## config.mk

```make
export PLATFORM = sky130hd
export DESIGN_NAME = irq_encoder_83
export DESIGN_NICKNAME = d
export VERILOG_FILES = /design/src/rtl/irq_encoder_83.sv
export SDC_FILE = /design/constraint.sdc
export NUM_CORES = 1
export LEC_CHECK = 0
export BUFFER_PORTS_ARGS = -buffer_cell sky130_fd_sc_hd__buf_2
export CORE_AREA = 5 5 65 55
export DETAILED_ROUTE_END_ITERATION = 6
export DIE_AREA = 0 0 70 60
export GPL_ROUTABILITY_DRIVEN = 0
export PLACE_DENSITY = 0.81
export SYNTH_ARGS = -nofsm -noshare
export SYNTH_HDL_FRONTEND = slang
export SYNTH_SLANG_ARGS = --single-unit
```

## constraint.sdc

```tcl
create_clock -name clk -period 3.53 [get_ports clk]
set_input_delay 0.5295 -clock clk [delete_from_list [all_inputs] [get_ports clk]]
set_output_delay 0.5295 -clock clk [all_outputs]
set_load 0.05 [all_outputs]
```

## src/rtl/irq_encoder_83.sv

```systemverilog
// Edge-triggered 8-line interrupt encoder: latches falling edges of active-low
// request lines as pending events and presents the highest-priority one as a code.
module irq_encoder_83 #(
  parameter bit LSB_FIRST = 1'b1
) (
  input  logic       clk,
  input  logic       reset_n,
  input  logic [7:0] req_n,
  input  logic       ack,
  input  logic       clr_ovr,
  output logic       valid,
  output logic [2:0] code,
  output logic [7:0] onehot_n,
  output logic [7:0] pending,
  output logic [7:0] overrun
);

  typedef enum logic {
    IDLE    = 1'b0,
    PRESENT = 1'b1
  } state_t;

  state_t     state_reg, state_next;
  logic [7:0] req_q_reg;
  logic [7:0] pending_reg, pending_next;
  logic [7:0] overrun_reg, overrun_next;
  logic       valid_reg, valid_next;
  logic [2:0] code_reg, code_next;
  logic [7:0] onehot_n_reg, onehot_n_next;

  logic [7:0] edge_evt;
  logic [7:0] clear_mask;
  logic [7:0] ovr_set;
  logic [2:0] prio_code;
  logic       handshake;

  assign handshake = valid_reg & ack;

  // Per-line bookkeeping; a new edge always beats the ack-driven clear.
  generate
    for (genvar gi = 0; gi < 8; gi++) begin : g_line
      assign edge_evt[gi]     = req_q_reg[gi] & ~req_n[gi];
      assign clear_mask[gi]   = handshake & (code_reg == 3'(gi));
      assign ovr_set[gi]      = edge_evt[gi] & pending_reg[gi] & ~clear_mask[gi];
      assign pending_next[gi] = edge_evt[gi] | (pending_reg[gi] & ~clear_mask[gi]);
      assign overrun_next[gi] = ovr_set[gi] | (overrun_reg[gi] & ~clr_ovr);
    end
  endgenerate

  // Priority encode of the registered pending set only; same-cycle arrivals wait.
  always_comb begin
    prio_code = 3'd0;
    if (LSB_FIRST) begin
      for (int i = 7; i >= 0; i--) begin
        if (pending_reg[i]) prio_code = 3'(i);
      end
    end else begin
      for (int i = 0; i < 8; i++) begin
        if (pending_reg[i]) prio_code = 3'(i);
      end
    end
  end

  always_comb begin
    state_next    = state_reg;
    valid_next    = valid_reg;
    code_next     = code_reg;
    onehot_n_next = onehot_n_reg;
    case (state_reg)
      IDLE: begin
        if (|pending_reg) begin
          state_next    = PRESENT;
          valid_next    = 1'b1;
          code_next     = prio_code;
          onehot_n_next = ~(8'd1 << prio_code);
        end
      end
      PRESENT: begin
        // Presented code is frozen until accepted; no preemption.
        if (ack) begin
          state_next    = IDLE;
          valid_next    = 1'b0;
          onehot_n_next = 8'hFF;
        end
      end
      default: begin
        state_next    = IDLE;
        valid_next    = 1'b0;
        onehot_n_next = 8'hFF;
      end
    endcase
  end

  always_ff @(posedge clk) begin
    if (!reset_n) begin
      state_reg    <= IDLE;
      req_q_reg    <= 8'hFF;
      pending_reg  <= 8'h00;
      overrun_reg  <= 8'h00;
      valid_reg    <= 1'b0;
      code_reg     <= 3'd0;
      onehot_n_reg <= 8'hFF;
    end else begin
      state_reg    <= state_next;
      req_q_reg    <= req_n;
      pending_reg  <= pending_next;
      overrun_reg  <= overrun_next;
      valid_reg    <= valid_next;
      code_reg     <= code_next;
      onehot_n_reg <= onehot_n_next;
    end
  end

  assign valid    = valid_reg;
  assign code     = code_reg;
  assign onehot_n = onehot_n_reg;
  assign pending  = pending_reg;
  assign overrun  = overrun_reg;

endmodule

```

# Word level (Yosys, flattened, before mapping)
# Cells that the tools add are included.
[totals] input_bits=12 register_bits=37 output_inout_bits=28
[op_classes] eq_ne=9 n_reduce_logical=4 shift=1 mux=17 bitwise_logic=84
[op_table] operator="$and A1 B1 Y1" n=49
[op_table] operator="$mux W3" n=8
[op_table] operator="$not A1 Y1" n=18
[op_table] operator="$mux W8" n=2
[op_table] operator="$or A1 B1 Y1" n=16
[op_table] operator="$pmux W8 S2" n=1
[op_table] operator="$eq A3 B3 Y1 const B" n=4
[op_table] operator="$not A8 Y8" n=1
[op_table] operator="$reduce_or A8 Y1" n=1
[op_table] operator="$shl A1 B3 Y8 const A" n=1
[op_table] operator="$eq A3 B2 Y1 const B" n=2
[op_table] operator="$mux W1" n=4
[op_table] operator="$ne A2 B2 Y1 const B" n=2
[op_table] operator="$pmux W1 S2" n=2
[op_table] operator="$reduce_and A2 Y1" n=2
[op_table] operator="$eq A3 B1 Y1 const B" n=1
[op_table] operator="$logic_not A3 Y1" n=1

# Longest topological paths before layout
# Gate-level depths: netlist of run 1.
[depth] word_depth=12 mapped_depth=5 ltp_nobuf=4

# Worst setup path after synthesis of run 1
# No wires, ideal clock.
[synth_path] kind="flip-flop to flip-flop" startpoint="register pending_reg[0] (netlist: pending[0])" endpoint="register onehot_n_reg[4] (netlist: onehot_n[4])" arrival_ns=1.461 stages_incl_launch_ff=5 path_buffers=0 setup_slack_ns=1.952 required_time_ns=3.413 setup_ns=0.117 cell_sequence="dfxtp_1 nand2b_1 o21ai_1 or2_1 o22a_1"
[synth_via] elab_chain_len=5
[synth_lines] element="start: declaration" line="25" source="logic [7:0] pending_reg, pending_next;"
[synth_lines] element="start signal: assignment" line="106" source="pending_reg <= pending_next;"
[synth_lines] element="$mux W3" line="55" source="if (pending_reg[i]) prio_code = 3'(i);"
[synth_lines] element="$shl A1 B3 Y8" line="75" source="onehot_n_next = ~(8'd1 << prio_code);"
[synth_lines] element="$not A8 Y8" line="75"
[synth_lines] element="$mux W8" line="71" source="if (|pending_reg) begin"
[synth_lines] element="$pmux W8 S2" line="69" source="case (state_reg)"
[synth_lines] element="end signal: assignment" line="110" source="onehot_n_reg <= onehot_n_next;"
[synth_lines] element="end: declaration" line="29" source="logic [7:0] onehot_n_reg, onehot_n_next;"
# Several ways; a longest one is shown, not always the timed one. The select of a mux whose other input is x is not followed.
# A chain may end at the register's enable or synchronous reset.

# Worst setup path in the final report of run 1
[layout_path] startpoint="register pending_reg[0] (netlist: pending[0])" endpoint="output port pending[0]"
[layout_lines] element="end: declaration" line="14" source="output logic [7:0] pending,"
# No word-level cell between the ends.

==> results.toml, run 1 <==
[power_and_ir_drop]
p_total_uw = 878
leakage_nw = 0.711
switching_power_uw = 285
clockPowerShare_pct = 25.3
power.internal_uw = 593
sequentialPowerShare_pct = 54.0
p_comb_share_pct = 20.7
p_per_area_nw_per_um2 = 497
peakVddDrop_mv = 0.267
netSwitchingFraction_pct = 32.4

[cells_and_area]
diodes = 0
mostFrequentLayoutCell = "buf_2"
drive_above_1_share_pct = 29.6
num-fill-cells = 272
layout.nets = 201
design_area_um2 = 1770
area_growth_pct = 17.2
mostFrequentLayoutCells = "buf_2 (39), dfxtp_1 (37), nand2b_1 (19)"

[floorplan]
dieHeight_um = 60
die_w_um = 70
core_um2 = 2930
die_area_um2 = 4200
io_pins = 40
floorplan.rows = 18
initial_core_util_pct = 51.5

[logic_synthesis]
ys_types = 34
netlist_area_um2 = 1510
syn_area_per_cell_um2 = 10.1
yosys_warnings = 0
yosys.area.top_type = "dfxtp_1"
netlist.area_leader.share_pct = 49.1
syn_nets = 161
seq_area_frac_synth_pct = 49.1
ys_ff_latch = 37
synth_area_leaders = "dfxtp_1 (49%), nand2b_1 (7.9%), nand3b_1 (5.0%)"
syn_inst = 149

[timing]
tightest_slew_ns = 0.647
rsz0062_at_grt = "false"
finalCritPeriodShare_pct = 50.7
finalMaxSlewViolations = 0
finalHoldWorstSlack_ns = 0.367
clock.fmax_mhz = 559
finalSetupViolations = 0
skew_ns = 0.00384
maxSlewHeadroom_pct = 56.8
hold_violations = 0
fin_crit_ns = 1.79
fin_setup_tns_ns = 0

[worst_setup_path]
worst_setup_path_end_kind = "output port"
cp.required_ns = 3.00
crit_fanout = 9
critPathSlowestCell = "dfxtp_1"
cp_cell_sequence = "buf_2"
crit_path_start_kind = "flop"
slowest_delay_ns = 0.57
critPathKind = "flop to output port"
critical-path-top-delay-family = "flip-flops"
path_buf_inv = 1
cp_data_arrival_time_ns = 1.26

[global_route]
use_met1_pct = 19.5
grt_pass1_wl_um = 5300
antenna_found_initial = 0
top_usage_layer = "met2"
grt_use_total_pct = 16.5
grt_pass1_vias = 1170
grtUsageMet2_pct = 26.1
grt_max_degree = 22
overflow = 0
grt.met3_usage_pct = 4.87

[detailed_routing]
first_iter_violations = 60
drc = 0
wirelength_um = 3160
vias_per_cell = 5.38
wire_per_inst_um = 13.8
num_vias = 1231
ant_nets = 0
dr.pass1.iters = 4

[clock_network]
cts_setup_buffers = 0
clkSinkCount = 37
insertion_delay_ns = 0.35
ctsLongestPathBuffers = 2
clkTransAtPathRegs_ns = 0.09
htreeDepth = 2
cts_buffers = 5
root_buffer = "clkbuf_4"
tritoncts = "built"
cts_resized = 0
postCtsHoldBufs = 0

[place]
hpwlAfterDp_um = 2340
placed_area_um2 = 1710
port_buffers = 39

[run]
max_cap_violations = 0

[status]
outcome = "finished, final reports clean"

[hold_path]
hold_path_class = "input port to flop"
-- synth_stat cells --
| cell type | count |
|---|---|
| nor2b_1 | 1 |
| o31ai_1 | 8 |
| buf_2 | 2 |
| buf_6 | 2 |
| clkbuf_2 | 1 |
| o32a_1 | 1 |
| o211a_1 | 1 |
| o21a_1 | 1 |
| nand2b_1 | 19 |
| o311ai_0 | 1 |
| o221a_2 | 1 |
| and3b_1 | 1 |
| a31oi_4 | 1 |
| nand3b_1 | 10 |
| nor4_4 | 2 |
| dfxtp_1 | 37 |
| o21ai_1 | 1 |
| o211ai_1 | 1 |
| o22a_1 | 3 |
| a21oi_1 | 11 |
| a21oi_2 | 3 |
| a31oi_1 | 2 |
| or2_1 | 1 |
| nand3_1 | 2 |
| or3b_2 | 1 |
| nor2_1 | 12 |
| nor4b_4 | 1 |
| nand2b_4 | 2 |
| nor3_1 | 2 |
| nand2_1 | 4 |
| inv_1 | 2 |
| a41oi_1 | 1 |
| clkbuf_1 | 1 |
| o21ai_0 | 10 |
-- worst register-to-register path, cell delays in order (launching register included) --
cell,delay [ns]
dfxtp_1,0.43
nor4_4,0.48
a21oi_2,0.16
o311ai_0,0.18
a21oi_2,0.10
-- area by class of cell --
type / count / area (um2) / share of cell area, %
well taps: 40 / 50.0 / 2.83
repair buffers: 39 / 195 / 11.0
clock buffers: 7 / 55.1 / 3.12
flip-flops and latches: 37 / 741 / 41.9
multi-input cells: 104 / 718 / 40.7
inverters: 2 / 7.51 / 0.425
-- cell families after synthesis --
logic type | after synthesis | share of synthesized area [%]
AO/OA/AOI/OAI | 46 | 21.2
flip-flops | 37 | 49.1
buffers and inverters | 8 | 3.24
AND/OR/NAND/NOR | 58 | 26.4
-- per-stage QoR --
stage / utilization (%) / worst slack, ns / std cells
4_1_cts: 60.3 / 1.73 / 229
5_1_grt: 60.3 / 1.67 / 229
2_1_floorplan: - / 1.95 / 149
6_report: 60.3 / 1.74 / 229
3_3_place_gp: 58.5 / 1.66 / 222
3_5_place_dp: 58.5 / 1.57 / 222
-- power by group through the flow --
stage	Combinational [mW]	Sequential, mW	Clock (mW)
after floorplan	0.0835	0.541	0
after global placement	0.179	0.483	0
after detailed placement	0.182	0.484	0
after CTS	0.182	0.474	0.229
after global routing	0.195	0.479	0.245
final	0.182	0.474	0.222
-- final timing paths --
path	start	end	slack [ns]	cells after the start
setup / recovery	pending[0]$_SDFF_PN0_	pending[0]	1.74	1
hold reg to reg	onehot_n[6]$_SDFFE_PN1P_	onehot_n[6]$_SDFFE_PN1P_	0.47	1
setup reg to reg	pending[2]$_SDFF_PN0_	code[1]$_SDFFE_PN0P_	2.05	4
hold / removal	req_n[6]	req_q_reg[6]$_SDFF_PN1_	0.37	2
-- metal layers --
| layer | share of wire (%) | wire length, um |
|---|---|---|
| met4 | 2.1 | 67 |
| met1 | 45 | 1410 |
| met5 | 0 | 0 |
| met3 | 6.6 | 210 |
| met2 | 46 | 1470 |
(Power assumes the default switching activity.)
==> run 2: changes to the inputs <==
--- a/config.mk
+++ b/config.mk
@@ -6,11 +6,11 @@
 export NUM_CORES = 1
 export LEC_CHECK = 0
 export BUFFER_PORTS_ARGS = -buffer_cell sky130_fd_sc_hd__buf_2
-export CORE_AREA = 5 5 65 55
+export CORE_AREA = 5 5 71 60
 export DETAILED_ROUTE_END_ITERATION = 6
-export DIE_AREA = 0 0 70 60
+export DIE_AREA = 0 0 76 65
 export GPL_ROUTABILITY_DRIVEN = 0
-export PLACE_DENSITY = 0.81
+export PLACE_DENSITY = 0.71
 export SYNTH_ARGS = -nofsm -noshare
 export SYNTH_HDL_FRONTEND = slang
 export SYNTH_SLANG_ARGS = --single-unit
==> constraint.sdc (replaced) <==
create_clock -name clk -period 1.5 [get_ports clk]
set_input_delay 0.225 -clock clk [delete_from_list [all_inputs] [get_ports clk]]
set_output_delay 0.225 -clock clk [all_outputs]
set_load 0.05 [all_outputs]
==> results.toml, run 2 (synthesis gave the netlist of run 1 again) <==
[status]
outcome = "finished, final reports clean"

[clock_network]
cts_setup_buffers = 0
ctsLongestPathBuffers = 2
clkTransAtPathRegs_ns = 0.07
cts_resized = 0
tritoncts = "built"
clkSinkCount = 37
insertion_delay_ns = 0.29
htreeDepth = 2
cts_buffers = 5
postCtsHoldBufs = 0
root_buffer = "clkbuf_8"

[detailed_routing]
wirelength_um = 3630
dr.pass1.iters = 4
vias_per_cell = 5.23
drc = 0
first_iter_violations = 100
wire_per_inst_um = 14.9
num_vias = 1272
ant_nets = 0

[floorplan]
initial_core_util_pct = 42.1
core_um2 = 3580
io_pins = 40
floorplan.rows = 20
die_w_um = 76
die_area_um2 = 4940
dieHeight_um = 65

[timing]
maxSlewHeadroom_pct = 69.8
rsz0062_at_grt = "false"
finalCritPeriodShare_pct = 93.3
setup_ws_ns = 0.100
clock.fmax_mhz = 715
fin_crit_ns = 1.40
fin_setup_tns_ns = 0
finalHoldWorstSlack_ns = 0.128
finalSetupViolations = 0
tightest_slew_ns = 0.447
finalMaxSlewViolations = 0
hold_violations = 0
skew_ns = 0.00908

[worst_setup_path]
ff2ff_path_depth = 5
critical-path-top-delay-family = "compound AO/OA/AOI/OAI gates"
cp_cell_sequence = "nor4_4 > buf_4 > a21oi_2 > o311ai_0 > a21oi_2"
cp-startpoint = "pending[4]$_SDFF_PN0_"
crit_top_cell = "a21oi_2"
crit_fanout = 7
slowest_delay_ns = 0.49
crit_path_start_kind = "flop"
worstSetupEndpoint = "code[1]$_SDFFE_PN0P_"
r2r_slack_ns = 0.10
cp.required_ns = 1.73
critical_path_depth = 5
r2r-start = "pending[4]$_SDFF_PN0_"
path_buf_inv = 1
cp_data_arrival_time_ns = 1.63
critPathKind = "flop to flop"
worst_setup_path_end_kind = "flop"
critPathSlowestCell = "dfxtp_1"
r2r_end = "code[1]$_SDFFE_PN0P_"

[hold_path]
hold_path_class = "input port to flop"

[place]
hpwlAfterDp_um = 2780
dp_cells = 234
dp_slack_ns = 0.103
port_buffers = 39

[cells_and_area]
layout.nets = 211
drive_above_1_share_pct = 35.2
diodes = 0
instances_no_fill = 243
mostFrequentLayoutCell = "buf_2"
mostFrequentLayoutCells = "buf_2 (39), dfxtp_1 (34), nand2b_1 (19)"
area_growth_pct = 26.0

[global_route]
overflow = 0
grt_use_total_pct = 15.4
antenna_found_initial = 0
grt_max_degree = 20
grt_pass1_vias = 1328
grt_pass1_wl_um = 6130

[power_and_ir_drop]
leakage_nw = 0.785
p_per_area_nw_per_um2 = 1260
peakVddDrop_mv = 0.705

[run]
max_cap_violations = 0
[run 2: cell types whose count changed in the layout (fill, tap and decap cells not counted), sizes merged]
cell / previous run / this run
bufinv: 0 / 1
clkbuf: 7 / 5
clkinv: 0 / 1
buf: 39 / 49
[run 2: layout make-up]
| cell class | instances | area, um2 |
|---|---|---|
| clock buffer | 5 | 68.8 |
| sequential | 37 | 744 |
| clock inverter | 2 | 35.0 |
| timing repair buffer | 49 | 270 |
| tap | 44 | 55.1 |
| fill | 350 | 1680 |
| multi-input combinational | 104 | 718 |
| inverter | 2 | 7.51 |
[run 2: per-stage QoR]
stage          utilization [%]  total power, mW  area [um2]
4_1_cts                   52.7             2.41        1880
3_5_place_dp              49.8             1.60        1780
3_3_place_gp              49.8             1.59        1780
2_1_floorplan                -             1.47        1510
6_report                  53.1             2.40        1900
5_1_grt                   53.1             2.51        1900
[run 2: worst min-delay path by stage]
stage               depth (start not counted)  slack (ns)     start                 endpoint
global route                                2        0.13  req_n[0]  req_q_reg[0]$_SDFF_PN1_
CTS                                         2        0.12  req_n[6]  req_q_reg[6]$_SDFF_PN1_
detailed placement                          2        0.42  req_n[3]  req_q_reg[3]$_SDFF_PN1_
global placement                            2        0.42  req_n[2]  req_q_reg[2]$_SDFF_PN1_
floorplan                                   1        0.33  req_n[0]  req_q_reg[0]$_SDFF_PN1_
finish                                      2        0.13  req_n[6]  req_q_reg[6]$_SDFF_PN1_
[run 2: where the power goes]
group / internal, mW / switching, mW
combinational: 0.162 / 0.323
sequential: 1.04 / 0.0625
clock: 0.483 / 0.327
[run 2: per-layer routing]
metal | vias to the layer above | GRT usage (%) | routed length [um]
met5 | - | 0 | 0
met4 | 0 | 3.33 | 27
met3 | 2 | 5.97 | 240
met2 | 33 | 26.8 | 1740
met1 | 600 | 18.0 | 1610
li1 | 637 | - | -
==> run 3: changes to the inputs <==
--- a/config.mk
+++ b/config.mk
@@ -10,6 +10,7 @@
 export DETAILED_ROUTE_END_ITERATION = 6
 export DIE_AREA = 0 0 76 65
 export GPL_ROUTABILITY_DRIVEN = 0
+export MAX_ROUTING_LAYER = met4
 export PLACE_DENSITY = 0.71
 export SYNTH_ARGS = -nofsm -noshare
 export SYNTH_HDL_FRONTEND = slang
==> results.toml, run 3 (synthesis gave the netlist of run 1 again) <==
[timing]
finalCritPeriodShare_pct = 93.6
finalSetupViolations = 0
fin_crit_ns = 1.40
maxSlewHeadroom_pct = 69.8
skew_ns = 0.00931
tightest_slew_ns = 0.447
finalMaxSlewViolations = 0
rsz0062_at_grt = "false"
fin_setup_tns_ns = 0
setup_ws_ns = 0.0964
hold_violations = 0
finalHoldWorstSlack_ns = 0.126
clock.fmax_mhz = 712

[clock_network]
ctsLongestPathBuffers = 2
cts_setup_buffers = 0
cts_buffers = 5
clkSinkCount = 37
postCtsHoldBufs = 0
root_buffer = "clkbuf_8"
htreeDepth = 2
insertion_delay_ns = 0.29
cts_resized = 0
clkTransAtPathRegs_ns = 0.07
tritoncts = "built"

[detailed_routing]
num_vias = 1271
drc = 0
first_iter_violations = 95
ant_nets = 0
wirelength_um = 3640
wire_per_inst_um = 15.0
vias_per_cell = 5.23
dr.pass1.iters = 4

[power_and_ir_drop]
p_per_area_nw_per_um2 = 1270
leakage_nw = 0.785
power.internal_mw = 1.69
switching_power_uw = 716
p_total_mw = 2.40
netSwitchingFraction_pct = 29.8
peakVddDrop_mv = 0.707
clockPowerShare_pct = 33.8
sequentialPowerShare_pct = 46.0
p_comb_share_pct = 20.2

[worst_setup_path]
critical-path-top-delay-family = "compound AO/OA/AOI/OAI gates"
crit_top_cell = "a21oi_2"
path_buf_inv = 1
worst_setup_path_end_kind = "flop"
critPathKind = "flop to flop"
slowest_delay_ns = 0.49
critPathSlowestCell = "dfxtp_1"
cp_data_arrival_time_ns = 1.63
cp_cell_sequence = "nor4_4 > buf_4 > a21oi_2 > o311ai_0 > a21oi_2"
crit_path_start_kind = "flop"
cp.required_ns = 1.73
crit_fanout = 7

[hold_path]
hold_path_class = "input port to flop"

[floorplan]
die_area_um2 = 4940
floorplan.rows = 20
initial_core_util_pct = 42.1
die_w_um = 76
dieHeight_um = 65
io_pins = 40
core_um2 = 3580

[place]
placed_area_um2 = 1780
dp_slack_ns = 0.103
port_buffers = 39
hpwlAfterDp_um = 2780

[cells_and_area]
mostFrequentLayoutCells = "buf_2 (39), dfxtp_1 (34), nand2b_1 (19)"
mostFrequentLayoutCell = "buf_2"
design_area_um2 = 1900
area_growth_pct = 26.0
diodes = 0
drive_above_1_share_pct = 35.2
layout.nets = 211

[global_route]
grt_max_degree = 20
grt_pass1_wl_um = 6120
grt_use_total_pct = 15.8
grt_pass1_vias = 1328
antenna_found_initial = 0
overflow = 0

[status]
outcome = "finished, final reports clean"

[run]
max_cap_violations = 0
run 3: cell counts in the layout (fill, tap and decap cells not counted):
No cell type changed its count.
run 3: metrics by stage:
step	cells	utilization, %
after floorplan	149	-
after global placement	234	49.8
after detailed placement	234	49.8
after CTS	241	52.7
after global routing	243	53.1
final	243	53.1
run 3: power by group through the flow:
stage / sequential [mW] / clock, mW / combinational (mW)
finish: 1.11 / 0.812 / 0.486
global placement: 1.12 / 0 / 0.469
global route: 1.12 / 0.867 / 0.523
CTS: 1.11 / 0.829 / 0.478
detailed placement: 1.13 / 0 / 0.475
floorplan: 1.27 / 0 / 0.196
run 3: layout make-up:
class | count | area (um2)
inverter | 2 | 7.51
clock inverter | 2 | 35.0
timing repair buffer | 49 | 270
multi-input combinational | 104 | 718
fill | 350 | 1680
clock buffer | 5 | 68.8
sequential | 37 | 744
tap | 44 | 55.1
run 3: worst paths after layout:
path         cells after the start                        to  slack, ns                      from
min reg2reg                      1  onehot_n[6]$_SDFFE_PN1P_       0.48  onehot_n[6]$_SDFFE_PN1P_
max reg2reg                      5      code[1]$_SDFFE_PN0P_        0.1     pending[4]$_SDFF_PN0_
min                              2   req_q_reg[6]$_SDFF_PN1_       0.13                  req_n[6]
max                              5      code[1]$_SDFFE_PN0P_        0.1     pending[4]$_SDFF_PN0_
run 3: per-layer routing:
| metal | GRT usage (%) | vias up | share of wire (%) |
|---|---|---|---|
| met4 | 3.33 | 0 | 0.99 |
| li1 | - | 636 | - |
| met1 | 18.2 | 600 | 45 |
| met5 | - | - | 0 |
| met3 | 5.56 | 6 | 5.7 |
| met2 | 26.8 | 29 | 48 |
